$ cat config.mk
export PLATFORM = sky130hd
export DESIGN_NAME = pipeline_alu_fwd
export DESIGN_NICKNAME = d
export VERILOG_FILES = /design/src/rtl/pipeline_alu_fwd.sv
export SDC_FILE = /design/constraint.sdc
export NUM_CORES = 2
export LEC_CHECK = 0
export ABC_AREA = 0
export CORE_ASPECT_RATIO = 0.75
export CORE_MARGIN = 1.5
export CORE_UTILIZATION = 30
export CTS_CLUSTER_SIZE = 40
export DETAILED_ROUTE_END_ITERATION = 8
export PLACE_DENSITY = 0.49
export SYNTH_ARGS = -nofsm -noshare
export SYNTH_HDL_FRONTEND = slang
export SYNTH_SLANG_ARGS = --single-unit
$ cat constraint.sdc
create_clock -name clk -period 8.1 [get_ports clk]
set_input_delay 0.81 -clock clk [delete_from_list [all_inputs] [get_ports clk]]
set_output_delay 0.81 -clock clk [all_outputs]
set_load 0.05 [all_outputs]
$ cat src/rtl/pipeline_alu_fwd.sv
// Four-stage pipelined ALU: S1 operand fetch, S2 execute, S3 regbank writeback/output, S4 memory store.
// Operand forwarding from S2 into both S1 capture and S2 execute removes all dependency stalls.
module pipeline_alu_fwd #(
  parameter int unsigned DATA_W = 16,
  parameter int unsigned NREG   = 16,
  parameter int unsigned MEM_AW = 8
) (
  input  logic                      clk,
  input  logic                      rst,
  input  logic                      in_valid,
  input  logic [$clog2(NREG)-1:0]   rs1,
  input  logic [$clog2(NREG)-1:0]   rs2,
  input  logic [$clog2(NREG)-1:0]   rd,
  input  logic [3:0]                func,
  input  logic [MEM_AW-1:0]         addr,
  output logic [DATA_W-1:0]         z_out,
  output logic                      z_valid,
  output logic                      z_carry,
  output logic                      z_zero,
  output logic                      z_err,
  input  logic [MEM_AW-1:0]         mem_raddr,
  output logic [DATA_W-1:0]         mem_rdata
);

  localparam int unsigned RW    = $clog2(NREG);
  localparam int unsigned DEPTH = 1 << MEM_AW;

  localparam logic [3:0] OP_ADD = 4'd0,  OP_SUB = 4'd1,  OP_MUL = 4'd2,  OP_A   = 4'd3;
  localparam logic [3:0] OP_B   = 4'd4,  OP_AND = 4'd5,  OP_OR  = 4'd6,  OP_XOR = 4'd7;
  localparam logic [3:0] OP_NA  = 4'd8,  OP_NB  = 4'd9,  OP_SRL = 4'd10, OP_SLL = 4'd11;
  localparam logic [3:0] OP_LDI = 4'd12, OP_SRA = 4'd13, OP_SLT = 4'd14;

  // S1: fetched instruction and operands
  logic              s1_valid_q, s1_valid_d;
  logic [RW-1:0]     s1_rs1_q, s1_rs1_d, s1_rs2_q, s1_rs2_d, s1_rd_q, s1_rd_d;
  logic [3:0]        s1_func_q, s1_func_d;
  logic [MEM_AW-1:0] s1_addr_q, s1_addr_d;
  logic [DATA_W-1:0] s1_a_q, s1_a_d, s1_b_q, s1_b_d;

  // S2: executed result
  logic              s2_valid_q, s2_valid_d;
  logic [RW-1:0]     s2_rd_q, s2_rd_d;
  logic              s2_err_q, s2_err_d;
  logic              s2_carry_q, s2_carry_d;
  logic [DATA_W-1:0] s2_res_q, s2_res_d;
  logic [MEM_AW-1:0] s2_addr_q, s2_addr_d;

  // S3: retiring result, drives the outputs
  logic              z_valid_q, z_valid_d;
  logic [DATA_W-1:0] z_out_q, z_out_d;
  logic              z_carry_q, z_carry_d;
  logic              z_zero_q, z_zero_d;
  logic              z_err_q, z_err_d;
  logic [MEM_AW-1:0] s3_addr_q, s3_addr_d;

  logic [DATA_W-1:0] regs_q [NREG];
  logic [DATA_W-1:0] regs_d [NREG];
  logic [DATA_W-1:0] mem_q  [DEPTH];
  logic [DATA_W-1:0] mem_rdata_q, mem_rdata_d;
  logic              mem_we;

  logic              fwd_ok;
  logic [DATA_W-1:0] ea, eb, res;
  logic [DATA_W:0]   sum;
  logic              carry, err;

  always_comb begin
    fwd_ok = s2_valid_q && !s2_err_q;

    s1_valid_d = in_valid;
    s1_rs1_d   = rs1;
    s1_rs2_d   = rs2;
    s1_rd_d    = rd;
    s1_func_d  = func;
    s1_addr_d  = addr;
    s1_a_d     = (fwd_ok && s2_rd_q == rs1) ? s2_res_q : regs_q[rs1];
    s1_b_d     = (fwd_ok && s2_rd_q == rs2) ? s2_res_q : regs_q[rs2];

    // S2 holds the newest producer, so it overrides the operand fetched one cycle earlier
    ea = (fwd_ok && s2_rd_q == s1_rs1_q) ? s2_res_q : s1_a_q;
    eb = (fwd_ok && s2_rd_q == s1_rs2_q) ? s2_res_q : s1_b_q;

    sum   = '0;
    res   = '0;
    carry = 1'b0;
    err   = 1'b0;
    case (s1_func_q)
      OP_ADD: begin
        sum   = {1'b0, ea} + {1'b0, eb};
        res   = sum[DATA_W-1:0];
        carry = sum[DATA_W];
      end
      OP_SUB: begin
        res   = ea - eb;
        carry = ea < eb;
      end
      OP_MUL:  res = ea * eb;
      OP_A:    res = ea;
      OP_B:    res = eb;
      OP_AND:  res = ea & eb;
      OP_OR:   res = ea | eb;
      OP_XOR:  res = ea ^ eb;
      OP_NA:   res = ~ea;
      OP_NB:   res = ~eb;
      OP_SRL:  res = ea >> 1;
      OP_SLL:  res = ea << 1;
      OP_LDI:  res = DATA_W'(s1_addr_q);
      OP_SRA:  res = DATA_W'($signed(ea) >>> 1);
      OP_SLT:  res = DATA_W'($signed(ea) < $signed(eb));
      default: err = 1'b1;
    endcase

    s2_valid_d = s1_valid_q;
    s2_rd_d    = s1_rd_q;
    s2_addr_d  = s1_addr_q;
    s2_err_d   = s1_valid_q && err;
    s2_carry_d = s1_valid_q && carry;
    s2_res_d   = s1_valid_q ? res : '0;

    z_valid_d = s2_valid_q;
    z_out_d   = s2_res_q;
    z_carry_d = s2_valid_q && s2_carry_q;
    z_zero_d  = s2_valid_q && (s2_res_q == '0);
    z_err_d   = s2_valid_q && s2_err_q;
    s3_addr_d = s2_addr_q;

    regs_d = regs_q;
    if (fwd_ok) regs_d[s2_rd_q] = s2_res_q;

    mem_we      = z_valid_q && !z_err_q;
    mem_rdata_d = mem_q[mem_raddr];
  end

  always_ff @(posedge clk) begin
    if (rst) begin
      s1_valid_q  <= 1'b0;
      s1_rs1_q    <= '0;
      s1_rs2_q    <= '0;
      s1_rd_q     <= '0;
      s1_func_q   <= '0;
      s1_addr_q   <= '0;
      s1_a_q      <= '0;
      s1_b_q      <= '0;
      s2_valid_q  <= 1'b0;
      s2_rd_q     <= '0;
      s2_err_q    <= 1'b0;
      s2_carry_q  <= 1'b0;
      s2_res_q    <= '0;
      s2_addr_q   <= '0;
      z_valid_q   <= 1'b0;
      z_out_q     <= '0;
      z_carry_q   <= 1'b0;
      z_zero_q    <= 1'b0;
      z_err_q     <= 1'b0;
      s3_addr_q   <= '0;
      regs_q      <= '{default: '0};
      mem_rdata_q <= '0;
    end else begin
      s1_valid_q  <= s1_valid_d;
      s1_rs1_q    <= s1_rs1_d;
      s1_rs2_q    <= s1_rs2_d;
      s1_rd_q     <= s1_rd_d;
      s1_func_q   <= s1_func_d;
      s1_addr_q   <= s1_addr_d;
      s1_a_q      <= s1_a_d;
      s1_b_q      <= s1_b_d;
      s2_valid_q  <= s2_valid_d;
      s2_rd_q     <= s2_rd_d;
      s2_err_q    <= s2_err_d;
      s2_carry_q  <= s2_carry_d;
      s2_res_q    <= s2_res_d;
      s2_addr_q   <= s2_addr_d;
      z_valid_q   <= z_valid_d;
      z_out_q     <= z_out_d;
      z_carry_q   <= z_carry_d;
      z_zero_q    <= z_zero_d;
      z_err_q     <= z_err_d;
      s3_addr_q   <= s3_addr_d;
      regs_q      <= regs_d;
      mem_rdata_q <= mem_rdata_d;
    end
  end

  // Data memory contents are intentionally not reset
  always_ff @(posedge clk) begin
    if (!rst && mem_we) mem_q[s3_addr_q] <= z_out_q;
  end

  assign z_out     = z_out_q;
  assign z_valid   = z_valid_q;
  assign z_carry   = z_carry_q;
  assign z_zero    = z_zero_q;
  assign z_err     = z_err_q;
  assign mem_rdata = mem_rdata_q;

endmodule

==> reports/metrics.yaml <==
status:
  status: "complete, no violations"
sta:
  max_slew.worst_pin.slew_ns: 1.40
  drv_slew: 0
  setup_ws_ns: 0.483
  setup_tns_ns: 0
  final-setup-viol-count: 0
  timing.clock.skew_ns: 0.0922
  finalCritPeriodShare_pct: 94.0
  fmax_ghz: 0.131
  hold_viol: 0
  finalCriticalPeriod_ns: 7.62
  rsz0062_at_grt: "false"
  slew_headroom_pct: 6.62
  whs_ns: 0.203
synthesis:
  synth_seq_cells: 4484
  synth_area_leader_cell: "edfxtp_1"
  synth_area_um2: 180000
  yosysMostFrequentCell: "edfxtp_1"
  ys_types: 65
  synth_top_area_share_pct: 68.4
  synth-async-reset-ratio_pct: 0
  synth.avg_cell_area_um2: 20.5
  synth_edf_count: 4096
  synth.area.top_cells: "edfxtp_1, mux4_2, dfxtp_1"
  synth.cells.most_frequent: "edfxtp_1, mux4_2, nand2_1"
  seq_area_frac_synth_pct: 72.7
  synth_fp_nets: 8990
  ys.flop_type: "edfxtp_1"
  syn_inst: 8776
  ys_warn_count: 0
critical_path:
  cp_top_family: "adder cells"
  reg2reg_depth: 25
  cpMaxStageDelayCell: "fa_1"
  rrSetupSlack_ns: 0.48
  critPathArrivalTime_ns: 8.55
  crit_path_end_kind: "flip-flop"
  cpPeakStageDelay_ns: 0.66
  worstPathRequired_ns: 9.03
  cp_max_fo: 12
  r2r-start: "s2_valid_q"
  r2r_end: "s2_res_q[15]"
  path_class: "flip-flop to flip-flop"
  path_buf_inv: 4
  start_kind: "flip-flop"
finish:
  nNetsFinal: 9432
  area_delta_synth_final_pct: 15.1
  nFillCells: 55240
  finalNonFillerCells: 17563
  drive_gt1_share_pct: 29.2
min_path:
  worstHoldStart: "rs1[1]"
  hold_path_end: "s1_rs1_q[1]"
  whs_path_depth: 2
  min-delay-path-class: "input pin to flip-flop"
route:
  wirelength_um: 548000
  vias_per_cell: 5.24
  drc: 0
  num_vias: 91960
  drt_first_iter_violations: 12542
  routedWlPerCell_um: 31.2
  first_pass_iters: 8
  ant_nets: 0
placed_design:
  place_congestion: 0.829
  placedCellCount: 16713
  numPortBuffers: 70
  dp_hpwl_um: 334000
  dp_worst_setup_slack_ns: 0.557
clock_network:
  hold_buffers: 0
  cts_tree: "yes"
  h-tree-depth: 5
  cts_buffers: 439
  clock_path_buffers: 4
  cts-root-buf: "clkbuf_16"
  post_cts_buffers: 0
  path_clk_slew_ns: 0.06
  cts_sinks: 4484
  clkLatencyLatePin_ns: 1.05
  cts_resized: 0
power:
  p_per_area_nw_per_um2: 227
  p_total_uw: 47000
  internal_power_uw: 37000
  vdd_drop_max_v: 0.000185
  pwr-share-comb_pct: 3.3
  p_leak_uw: 0.0692
  pwr-share-seq_pct: 53.1
  p_clk_share_pct: 43.7
  power_switching_uw: 10000
  p_sw_share_pct: 21.3
floorplanning:
  die_area_um2: 604000
  die_x_um: 897
  core_area_um2: 598000
  core.rowCount: 246
  fp.dieH_um: 674
  io_pins: 71
  initial_core_util_pct: 30.1
grt:
  grt_usage_pct: 17.6
  grt_pass1_vias: 91463
  grt_antenna_before_repair: 63
  grt_max_degree: 198
  overflow: 0
  grt_first_pass_wirelength_um: 757000
flow_run:
  drv_cap: 0
## power groups by stage
stage	registers, µW	clock network (µW)	logic (µW)
after floorplan	25500	0	938
after global placement	25400	0	1560
after detailed placement	25400	0	1560
after CTS	24900	20900	1560
after global routing	24900	21800	1610
final	24900	20500	1530
## cell families after synthesis
| group | after synthesis | synth area share [%] |
|---|---|---|
| DFF | 4484 | 72.7 |
| xor gates and xnor gates | 51 | 0.287 |
| muxes | 1581 | 19.4 |
| and+or+nand+nor | 1317 | 3.01 |
| AOI/OAI and AO/OA | 491 | 1.57 |
| adders and majority gates | 179 | 1.59 |
| buffers and inverters | 673 | 1.45 |
## cell usage in the layout, fill, tap and decap left out, drive strengths merged, types with 5 or more instances in the layout
master         netlist  layout
edfxtp            4096    4096
mux4              1523    1523
nand2              683     683
clkbuf             360     552
buf                170     473
nor2               424     424
dfxtp              388     388
a21oi              299     299
clkinv               4     190
inv                139     150
ha                  97      97
nor2b               97      97
fa                  82      82
o21ai               61      61
clkdlybuf4s50        0      58
nand3               41      41
mux2i               39      39
bufinv               0      38
xnor2               37      37
diode                0      34
clkinvlp             0      29
o22ai               25      25
nor3                24      24
a22oi               23      23
mux2                19      19
nor4                10      10
xor2                 9       9
nand2b               9       9
a221oi               9       9
a21o                 8       8
o221ai               8       8
and2                 7       7
o211ai               7       7
and3                 6       6
o21bai               6       6
a31oi                5       5
a211oi               5       5
xnor3                5       5
## state kept, by name, summed over array words and instances (netlist names), 8 cells and up
register   flops
mem_q       4096
regs_q       256
mem_rdata     16
s1_a_q        16
s1_b_q        16
s2_res_q      16
z_out         16
s1_addr_q      8
s2_addr_q      8
s3_addr_q      8
## final cells by class
| cell class | count | area, µm² | share of cell area, % |
|---|---|---|---|
| Antenna cell | 34 | 85.1 | 0.0411 |
| Clock buffer | 552 | 11700 | 5.66 |
| Clock inverter | 264 | 2500 | 1.21 |
| Inverter | 143 | 537 | 0.259 |
| Multi-Input combinational cell | 3619 | 46900 | 22.7 |
| Sequential cell | 4484 | 131000 | 63.2 |
| Tap cell | 7936 | 9930 | 4.80 |
| Timing Repair Buffer | 531 | 4490 | 2.17 |
## layer usage
layer  GRT usage (%)  routed length, µm  vias up  share of wire, %
met5               0                 81        -             0.015
met4            3.56              11700       12               2.1
met3            3.50              46600      704               8.5
met2            25.7             236000     3897                43
met1            27.3             254000    50537                46
li1                -                  -    36810                 -
## through the flow
stage	util, %	instance area [µm²]
after floorplan	-	180000
after global placement	32.2	193000
after detailed placement	32.2	193000
after CTS	34.6	207000
after global routing	34.6	207000
final	34.6	207000
## how the worst max path moves through the flow
stage	depth (start not counted)	start	endpoint
after floorplan	28	s2_rd_q[1]	s2_res_q[15]
after CTS	25	s2_valid_q	s2_res_q[15]
after global routing	25	s2_valid_q	s2_res_q[15]
final	25	s2_valid_q	s2_res_q[15]
after detailed placement	25	s2_valid_q	s2_res_q[15]
after global placement	25	s2_valid_q	s2_res_q[15]
(Power assumes the default switching activity.)
